<file path="config.mk">
export PLATFORM = sky130hd
export DESIGN_NAME = unsigned_divide
export DESIGN_NICKNAME = d
export VERILOG_FILES = /design/src/rtl/unsigned_divide_pkg.sv /design/src/rtl/unsigned_divide_step.sv /design/src/rtl/unsigned_divide.sv
export SDC_FILE = /design/constraint.sdc
export NUM_CORES = 1
export LEC_CHECK = 0
export CORE_ASPECT_RATIO = 1.25
export CORE_MARGIN = 2
export CORE_UTILIZATION = 50
export DETAILED_ROUTE_END_ITERATION = 12
export PLACE_DENSITY = 0.86
export SLEW_MARGIN = 10
export SYNTH_ARGS = -nofsm -noshare
export SYNTH_HDL_FRONTEND = slang
export SYNTH_SLANG_ARGS = --single-unit
</file>
<file path="constraint.sdc">
create_clock -name clk -period 2.3 [get_ports clk]
set_input_delay 0.46 -clock clk [delete_from_list [all_inputs] [get_ports clk]]
set_output_delay 0.46 -clock clk [all_outputs]
set_load 0.02 [all_outputs]
</file>
<file path="src/rtl/unsigned_divide_pkg.sv">
// Shared types and constants for the radix-2 restoring unsigned divider.
// Sized for the largest legal WIDTH so every instance can share them.
package unsigned_divide_pkg;

    typedef enum logic {
        IDLE = 1'b0,
        RUN  = 1'b1
    } state_e;

    localparam int MAX_WIDTH = 32;

    // Wide enough to hold WIDTH-1 for any legal WIDTH.
    localparam int CNT_W = $clog2(MAX_WIDTH);

    localparam logic [MAX_WIDTH-1:0] ALL_ONES = '1;

endpackage

</file>
<file path="src/rtl/unsigned_divide_step.sv">
// One restoring-division iteration: shift in the next dividend bit, then
// trial-subtract the divisor at WIDTH+1 bits so large divisors cannot overflow.
module unsigned_divide_step #(
    parameter int WIDTH = 8
) (
    input  logic [WIDTH-1:0] r_i,
    input  logic             bit_i,
    input  logic [WIDTH-1:0] divisor_i,
    output logic [WIDTH-1:0] r_next_o,
    output logic             q_bit_o
);

    logic [WIDTH:0] shifted;
    logic [WIDTH:0] diff;

    always_comb begin
        shifted  = {r_i, bit_i};
        diff     = shifted - {1'b0, divisor_i};
        q_bit_o  = (shifted >= {1'b0, divisor_i});
        r_next_o = q_bit_o ? diff[WIDTH-1:0] : shifted[WIDTH-1:0];
    end

endmodule

</file>
<file path="src/rtl/unsigned_divide.sv">
// Sequential unsigned divider, one quotient bit per clock, with start/done
// handshake; divide by zero completes in one cycle with an all-ones quotient.
module unsigned_divide
    import unsigned_divide_pkg::*;
#(
    parameter int WIDTH = 8
) (
    input  logic             clk,
    input  logic             reset,
    input  logic             start,
    input  logic [WIDTH-1:0] dataa,
    input  logic [WIDTH-1:0] datab,
    output logic             busy,
    output logic             done,
    output logic [WIDTH-1:0] quotient,
    output logic [WIDTH-1:0] remainder,
    output logic             div_by_zero
);

    state_e             state_q,  state_d;
    logic [CNT_W-1:0]   count_q,  count_d;
    logic [WIDTH-1:0]   rem_q,    rem_d;
    logic [WIDTH-1:0]   shift_q,  shift_d;
    logic [WIDTH-1:0]   div_q,    div_d;
    logic [WIDTH-1:0]   quot_q,   quot_d;
    logic [WIDTH-1:0]   remout_q, remout_d;
    logic               dbz_q,    dbz_d;
    logic               done_q,   done_d;

    logic [WIDTH-1:0]   step_r;
    logic               step_q;

    unsigned_divide_step #(
        .WIDTH(WIDTH)
    ) u_step (
        .r_i       (rem_q),
        .bit_i     (shift_q[WIDTH-1]),
        .divisor_i (div_q),
        .r_next_o  (step_r),
        .q_bit_o   (step_q)
    );

    // The shift register holds unconsumed dividend bits at the top and the
    // quotient bits produced so far at the bottom.
    always_comb begin
        state_d  = state_q;
        count_d  = count_q;
        rem_d    = rem_q;
        shift_d  = shift_q;
        div_d    = div_q;
        quot_d   = quot_q;
        remout_d = remout_q;
        dbz_d    = dbz_q;
        done_d   = 1'b0;
        case (state_q)
            IDLE: begin
                if (start) begin
                    div_d = datab;
                    if (datab == '0) begin
                        quot_d   = ALL_ONES[WIDTH-1:0];
                        remout_d = dataa;
                        dbz_d    = 1'b1;
                        done_d   = 1'b1;
                    end else begin
                        rem_d   = '0;
                        shift_d = dataa;
                        count_d = CNT_W'(WIDTH - 1);
                        state_d = RUN;
                    end
                end
            end
            RUN: begin
                rem_d   = step_r;
                shift_d = {shift_q[WIDTH-2:0], step_q};
                count_d = count_q - CNT_W'(1);
                if (count_q == '0) begin
                    quot_d   = {shift_q[WIDTH-2:0], step_q};
                    remout_d = step_r;
                    dbz_d    = 1'b0;
                    done_d   = 1'b1;
                    state_d  = IDLE;
                end
            end
            default: state_d = IDLE;
        endcase
    end

    always_ff @(posedge clk) begin
        if (reset) begin
            state_q  <= IDLE;
            count_q  <= '0;
            rem_q    <= '0;
            shift_q  <= '0;
            div_q    <= '0;
            quot_q   <= '0;
            remout_q <= '0;
            dbz_q    <= 1'b0;
            done_q   <= 1'b0;
        end else begin
            state_q  <= state_d;
            count_q  <= count_d;
            rem_q    <= rem_d;
            shift_q  <= shift_d;
            div_q    <= div_d;
            quot_q   <= quot_d;
            remout_q <= remout_d;
            dbz_q    <= dbz_d;
            done_q   <= done_d;
        end
    end

    assign busy        = (state_q == RUN);
    assign done        = done_q;
    assign quotient    = quot_q;
    assign remainder   = remout_q;
    assign div_by_zero = dbz_q;

endmodule

</file>
# Word-level counts from Yosys, hierarchy flattened
# Cells that the tools add are included.
[classes]
n_addsub = 2
magnitude_cmp = 1
eq_ne = 4
n_mux = 30
bitwise_logic = 1
reduce_logical = 5
[op_table]
columns = ["op", "n"]
rows = [
  ["8-bit two-way mux", 11],
  ["8-bit case mux with 2 select lines", 4],
  ["5-bit two-way mux", 2],
  ["5-bit case mux with 2 select lines", 1],
  ["9-bit by 8-bit >= comparator with 1-bit output", 1],
  ["1-bit two-way mux", 9],
  ["8-bit zero test", 1],
  ["8-bit subtractor", 1],
  ["2-bit inequality test, second input constant", 3],
  ["1-bit case mux with 2 select lines", 3],
  ["5-bit zero test", 1],
  ["5-bit by 1-bit subtractor with 5-bit output, second input constant", 1],
  ["2-bit AND reduction", 2],
  ["3-bit AND reduction", 1],
  ["2-bit by 1-bit inequality test with 1-bit output, second input constant", 1],
  ["1-bit NOT", 1],
]
[totals]
reg_bits = 48
in_bits = 19

# Depth between registers and ports, before layout
[logic_depth]
depth_word = 4
mapped_depth = 10
mapped_depth_nobuf = 10

# Modules after synthesis
# From an unflattened synthesis, not the netlist that was laid out.
[hier_totals]
cells_unflattened = 283
hier_area_um2 = 2444.8
[modules_own_cells]
columns = ["module", "n_inst", "cells_per_inst", "area_each_um2", "seq_area_each_um2"]
rows = [
  ["unsigned_divide", 1, 214, 1924.3, 960.9],
  ["unsigned_divide_step", 1, 69, 520.5, 0.0],
]

# Least setup slack after synthesis
# Ideal clock, no wire load.
[synth_path]
path_kind = "register to register"
start = "register div_q[2]"
end = "register remout_q[5] (netlist: remainder[5])"
arrival_ns = 1.882
required_time_ns = 2.209
path_slack_ns = 0.327
path_stages_with_launch = 10
path_buffers = 1
cell_sequence = "dfxtp_1 inv_1 ha_1 buf_4 o21a_1 o31a_1 o21a_1 o21ai_1 or3b_1 a311oi_1"
[synth_via]
elab_chain_len = 4
elab_cells_between_ends = 5
cone_classes = "1 x add/sub; 1 x order compare; 3 x mux"
[synth_lines]
columns = ["item", "line", "source"]
rows = [
  ["start, declared", "unsigned_divide.sv:24", "logic [WIDTH-1:0] div_q, div_d;"],
  ["start signal, assigned", "unsigned_divide.sv:104", "div_q <= div_d;"],
  ["8-bit subtractor / 9-bit by 8-bit >= comparator with 1-bit output (equally long branches)", "unsigned_divide_step.sv:18, unsigned_divide_step.sv:19", ""],
  ["8-bit two-way mux (*)", "unsigned_divide_step.sv:20", "r_next_o = q_bit_o ? diff[WIDTH-1:0] : shifted[WIDTH-1:0];"],
  ["8-bit two-way mux (*)", "unsigned_divide.sv:76", "if (count_q == '0) begin"],
  ["8-bit case mux with 2 select lines (*)", "unsigned_divide.sv:55", "case (state_q)"],
  ["end signal, assigned", "unsigned_divide.sv:106", "remout_q <= remout_d;"],
  ["end, declared", "unsigned_divide.sv:26", "logic [WIDTH-1:0] remout_q, remout_d;"],
]
# Every way passes the cells marked *; elsewhere a longest branch is shown, timed or not. The select of a mux whose other input is x is not followed.
# A chain may end at the register's enable or synchronous reset.

# Final worst setup path
[layout_path]
start = "register rem_q[4]"
end = "register rem_q[5]"
[layout_via]
elab_chain_len = 3
elab_cells_between_ends = 4
cone_classes = "1 x add/sub; 1 x order compare; 2 x mux"
[layout_lines]
columns = ["item", "line", "source"]
rows = [
  ["start, declared", "unsigned_divide.sv:22", "logic [WIDTH-1:0] rem_q, rem_d;"],
  ["start signal, assigned", "unsigned_divide.sv:102", "rem_q <= rem_d;"],
  ["8-bit subtractor / 9-bit by 8-bit >= comparator with 1-bit output (equally long branches)", "unsigned_divide_step.sv:18, unsigned_divide_step.sv:19", ""],
  ["8-bit two-way mux (*)", "unsigned_divide_step.sv:20", ""],
  ["8-bit case mux with 2 select lines (*)", "unsigned_divide.sv:55", ""],
]
# Every way passes the cells marked *; elsewhere a longest branch is shown, timed or not.

==> flow_metrics.tcl <==
set metrics [dict create \
    mappedNetlistNets 323 \
    finalCoreUtilization_pct 64.0 \
    timing.final.ws_setup_ns 0.150 \
    syn-instance-count 293 \
    power_frac_comb_pct 32.5 \
    hold_path_depth 2 \
    pin_count 38 \
    final-max-slew-violation-count 0 \
    area.growth.synth_to_final_pct 24.7 \
    final-instance-count-excl-fill 394 \
    gr-usage-all-layers_pct 22.8 \
    buffer_ports.inserted 37 \
    postSynth.topFlopCell "sky130_fd_sc_hd__dfxtp_1" \
    cts.sink_count 48 \
    critical_path_peak_fanout 8 \
    path_delay_family "simple AND/OR/NAND/NOR gates" \
    relSlewSlack_pct 69.4 \
    cts_buffers 5 \
    layout.cells.most_common "sky130_fd_sc_hd__dfxtp_1" \
    fin_crit_ns 2.15 \
    start_util_pct 51.3 \
    postSynthAreaPerCell_um2 8.16 \
    fraction_of_power_consumed_by_sequential_logic_pct 38.3 \
    number_of_routed_nets_with_antenna_violations 0 \
    power.ir.vdd_worst_mv 0.531 \
    power_switching_share_pct 33.0 \
    synth-seq-area-share_pct 40.2 \
    final.period_utilization_pct 93.5 \
    number_of_global_route_vias_before_repair 2101 \
    first_pass_iters 4 \
    yosys_warnings 0 \
    worst_case_register_to_register_setup_slack_ns 0.15 \
    cts-htree-levels 2 \
    place_hpwl_mm 4.21 \
    critical_path.reg2reg.endpoint "rem_q[5]" \
    internal_power_mw 1.69 \
    number_of_max_cap_violations 0 \
    number_of_register_bits_inferred_by_synthesis 48 \
    detail_route.drc_violations 0 \
    avgViaCountPerCell 5.71 \
    pwr_density_cell_mw_per_mm2 847 \
    die_w_um 65.8 \
    kind_of_launch_point_of_the_worst_setup_path "flop" \
    hp-class "reg -> reg" \
    synth.cell_area_mm2 0.00239 \
    finalSetupViolCount 0 \
    switching_power_mw 0.833 \
    insertion_delay_ns 0.31 \
    fin_hold_ws_ns 0.457 \
    asyncSetResetFlopFracSynth_pct 0 \
    drt-total-wl_mm 5.65 \
    status "finished clean" \
    critical_path.slowest_cell "sky130_fd_sc_hd__or3b_1" \
    critical_path_class "reg -> reg" \
    via_count 2248 \
    cts_hold_repair.buffers 0 \
    fp.dieH_um 81.3 \
    pwr-share-clk_pct 29.2 \
    placed_cells_incl_taps 386 \
    finalHoldViolations 0 \
    ctsRootBufferMaster "sky130_fd_sc_hd__clkbuf_8" \
    worstSetupEndpointType "flop" \
    hp-start "div_q[5]" \
    insertedDiodeCount 0 \
    cts.path.max_buffers 2 \
    placementRows 28 \
    cp_cell_sequence "ha_1 > nand2_1 > or2_1 > o21ai_2 > nor2_4 > or3b_1 > a311oi_1" \
    crit_buf_inv 0 \
    detailedPlace.worstSlack_ns 0.00591 \
    power.total_mw 2.53 \
    power.leakage_nw 1.11 \
    timing.reg2reg.worst_path_depth 7 \
    cts_tree "built" \
    grt_start_max_net_pins 28 \
    avgRoutedWirePerCell_um 14.3 \
    cp_data_required_time_ns 2.52 \
    ff_to_ff_start "rem_q[4]" \
    timing_worst_slew_pin_value_ns 0.458 \
    layout-drive-gt1-share_pct 8.98 \
    core_mm2 0.00466 \
    critPathArrivalTime_ns 2.37 \
    initial_antenna_violation_count 0 \
    timing.clock.skew_ns 0.00871 \
    hold_end "div_q[5]" \
    dr.first_iter.drc_count 125 \
    finalWeightedCongestion 0.927 \
    grt_pass1_wl_mm 9.38 \
    grt_remaining_overflow 0 \
    final_nets 363 \
    slowest_delay_ns 0.41 \
    floorplan.die_area_mm2 0.00535 \
    synth_enable_flop_cells 0 \
    ys_types 51 \
    fmaxAchievable_ghz 0.465 \
    clk_pin_slew_ns 0.09 \
    mostFrequentLayoutCells "sky130_fd_sc_hd__dfxtp_1, sky130_fd_sc_hd__nand2_1, sky130_fd_sc_hd__clkdlybuf4s50_1, sky130_fd_sc_hd__a21oi_1, sky130_fd_sc_hd__nor2_1" \
]
==> cell usage after synthesis (2+ instances only) <==
library cell	n	area share (%)
sky130_fd_sc_hd__a211oi_1	8	2.5
sky130_fd_sc_hd__a22oi_1	8	2.5
sky130_fd_sc_hd__ha_1	10	5.2
sky130_fd_sc_hd__o211ai_1	2	0.63
sky130_fd_sc_hd__nor2b_1	2	0.52
sky130_fd_sc_hd__nand2b_1	3	0.79
sky130_fd_sc_hd__dfxtp_1	48	40
sky130_fd_sc_hd__nor2_1	29	4.6
sky130_fd_sc_hd__and3_1	3	0.79
sky130_fd_sc_hd__o21ai_1	2	0.42
sky130_fd_sc_hd__a31oi_1	3	0.79
sky130_fd_sc_hd__inv_1	12	1.9
sky130_fd_sc_hd__clkbuf_8	3	1.7
sky130_fd_sc_hd__nor3_1	10	2.1
sky130_fd_sc_hd__xnor2_1	3	1.1
sky130_fd_sc_hd__nor4_1	2	0.52
sky130_fd_sc_hd__a21oi_1	34	7.1
sky130_fd_sc_hd__a311oi_1	7	2.6
sky130_fd_sc_hd__nand3_1	5	1.0
sky130_fd_sc_hd__o21ai_0	13	2.7
sky130_fd_sc_hd__o21a_1	4	1.3
sky130_fd_sc_hd__or3_1	2	0.52
sky130_fd_sc_hd__buf_2	2	0.42
sky130_fd_sc_hd__nand2_1	40	6.3
sky130_fd_sc_hd__a21o_1	2	0.63
sky130_fd_sc_hd__clkbuf_1	8	1.3
sky130_fd_sc_hd__o22ai_1	2	0.52
sky130_fd_sc_hd__mux2i_1	2	0.84
sky130_fd_sc_hd__buf_4	2	0.63
==> flip-flops by register name, summed over array words and instances, names as in the netlist <==
register	cells
shift_q	8
count_q	5
div_q	8
remainder	8
done	1
rem_q	8
div_by_zero	1
quotient	8
busy	1
==> per-stage QoR <==
step | instance area [um^2] | TNS [ns]
finish | 2980 | 0
global route | 2980 | -0.00320
CTS | 2970 | 0
detailed placement | 2830 | 0
global placement | 2830 | 0
floorplan | 2390 | 0
==> logic make-up after synthesis <==
logic type,share of synthesized area (%)
AO/OA/AOI/OAI,24.2
XOR/XNOR,1.47
adder cells (fa/ha/maj),6.07
buffers and inverters,6.60
flip-flops,40.2
multiplexers,0.838
AND/OR/NAND/NOR,20.6
==> worst reg2reg max path: stages (launching register included) <==
cell and delay [ns]:
sky130_fd_sc_hd__dfxtp_1 0.36, sky130_fd_sc_hd__ha_1 0.37, sky130_fd_sc_hd__nand2_1 0.11, sky130_fd_sc_hd__or2_1 0.27, sky130_fd_sc_hd__o21ai_2 0.20, sky130_fd_sc_hd__nor2_4 0.10, sky130_fd_sc_hd__or3b_1 0.41, sky130_fd_sc_hd__a311oi_1 0.25
==> power groups by stage <==
stage	Clock (mW)	Sequential, mW	Combinational (mW)
after floorplan	0	0.994	0.551
after global placement	0	0.980	0.779
after detailed placement	0	0.982	0.793
after CTS	0.745	0.964	0.798
after global routing	0.774	0.975	0.913
final	0.738	0.966	0.821
==> worst max path at each step <==
stage                               to  slack, ns  cells past startpoint       start
after floorplan           remainder[5]       0.33                      9    div_q[2]
after global placement    remainder[5]       0.08                      7    datab[5]
after detailed placement    shift_q[7]      0.006                      7    datab[2]
after CTS                 remainder[2]       0.05                      7    rem_q[5]
after global routing      remainder[0]     -0.003                      8  shift_q[7]
final                         rem_q[5]       0.15                      7    rem_q[4]
==> area by class of cell <==
| cell class | instances | area (um^2) |
|---|---|---|
| Timing Repair Buffer | 50 | 480 |
| Multi-Input combinational cell | 216 | 1280 |
| Inverter | 12 | 45.0 |
| Clock inverter | 3 | 68.8 |
| Sequential cell | 48 | 962 |
| Fill cell | 364 | 1680 |
| Tap cell | 60 | 75.1 |
| Clock buffer | 5 | 68.8 |
==> what timing repair did <==
action	4_1_cts	5_1_grt
gates resized for setup	0	3
endpoints found under the setup margin	0	7
buffers inserted	0	0
==> layer usage <==
| metal | global-route usage (%) | share of wire [%] | vias to the layer above | wire length [um] |
|---|---|---|---|---|
| met5 | 0 | 0 | - | 0 |
| met4 | 12.1 | 3.7 | 0 | 210 |
| met1 | 26.5 | 42 | 1053 | 2390 |
| met2 | 39.0 | 50 | 56 | 2820 |
| met3 | 4.71 | 4.0 | 17 | 225 |
| li1 | - | - | 1122 | - |
Note: power is estimated with default switching activity, not from simulation.
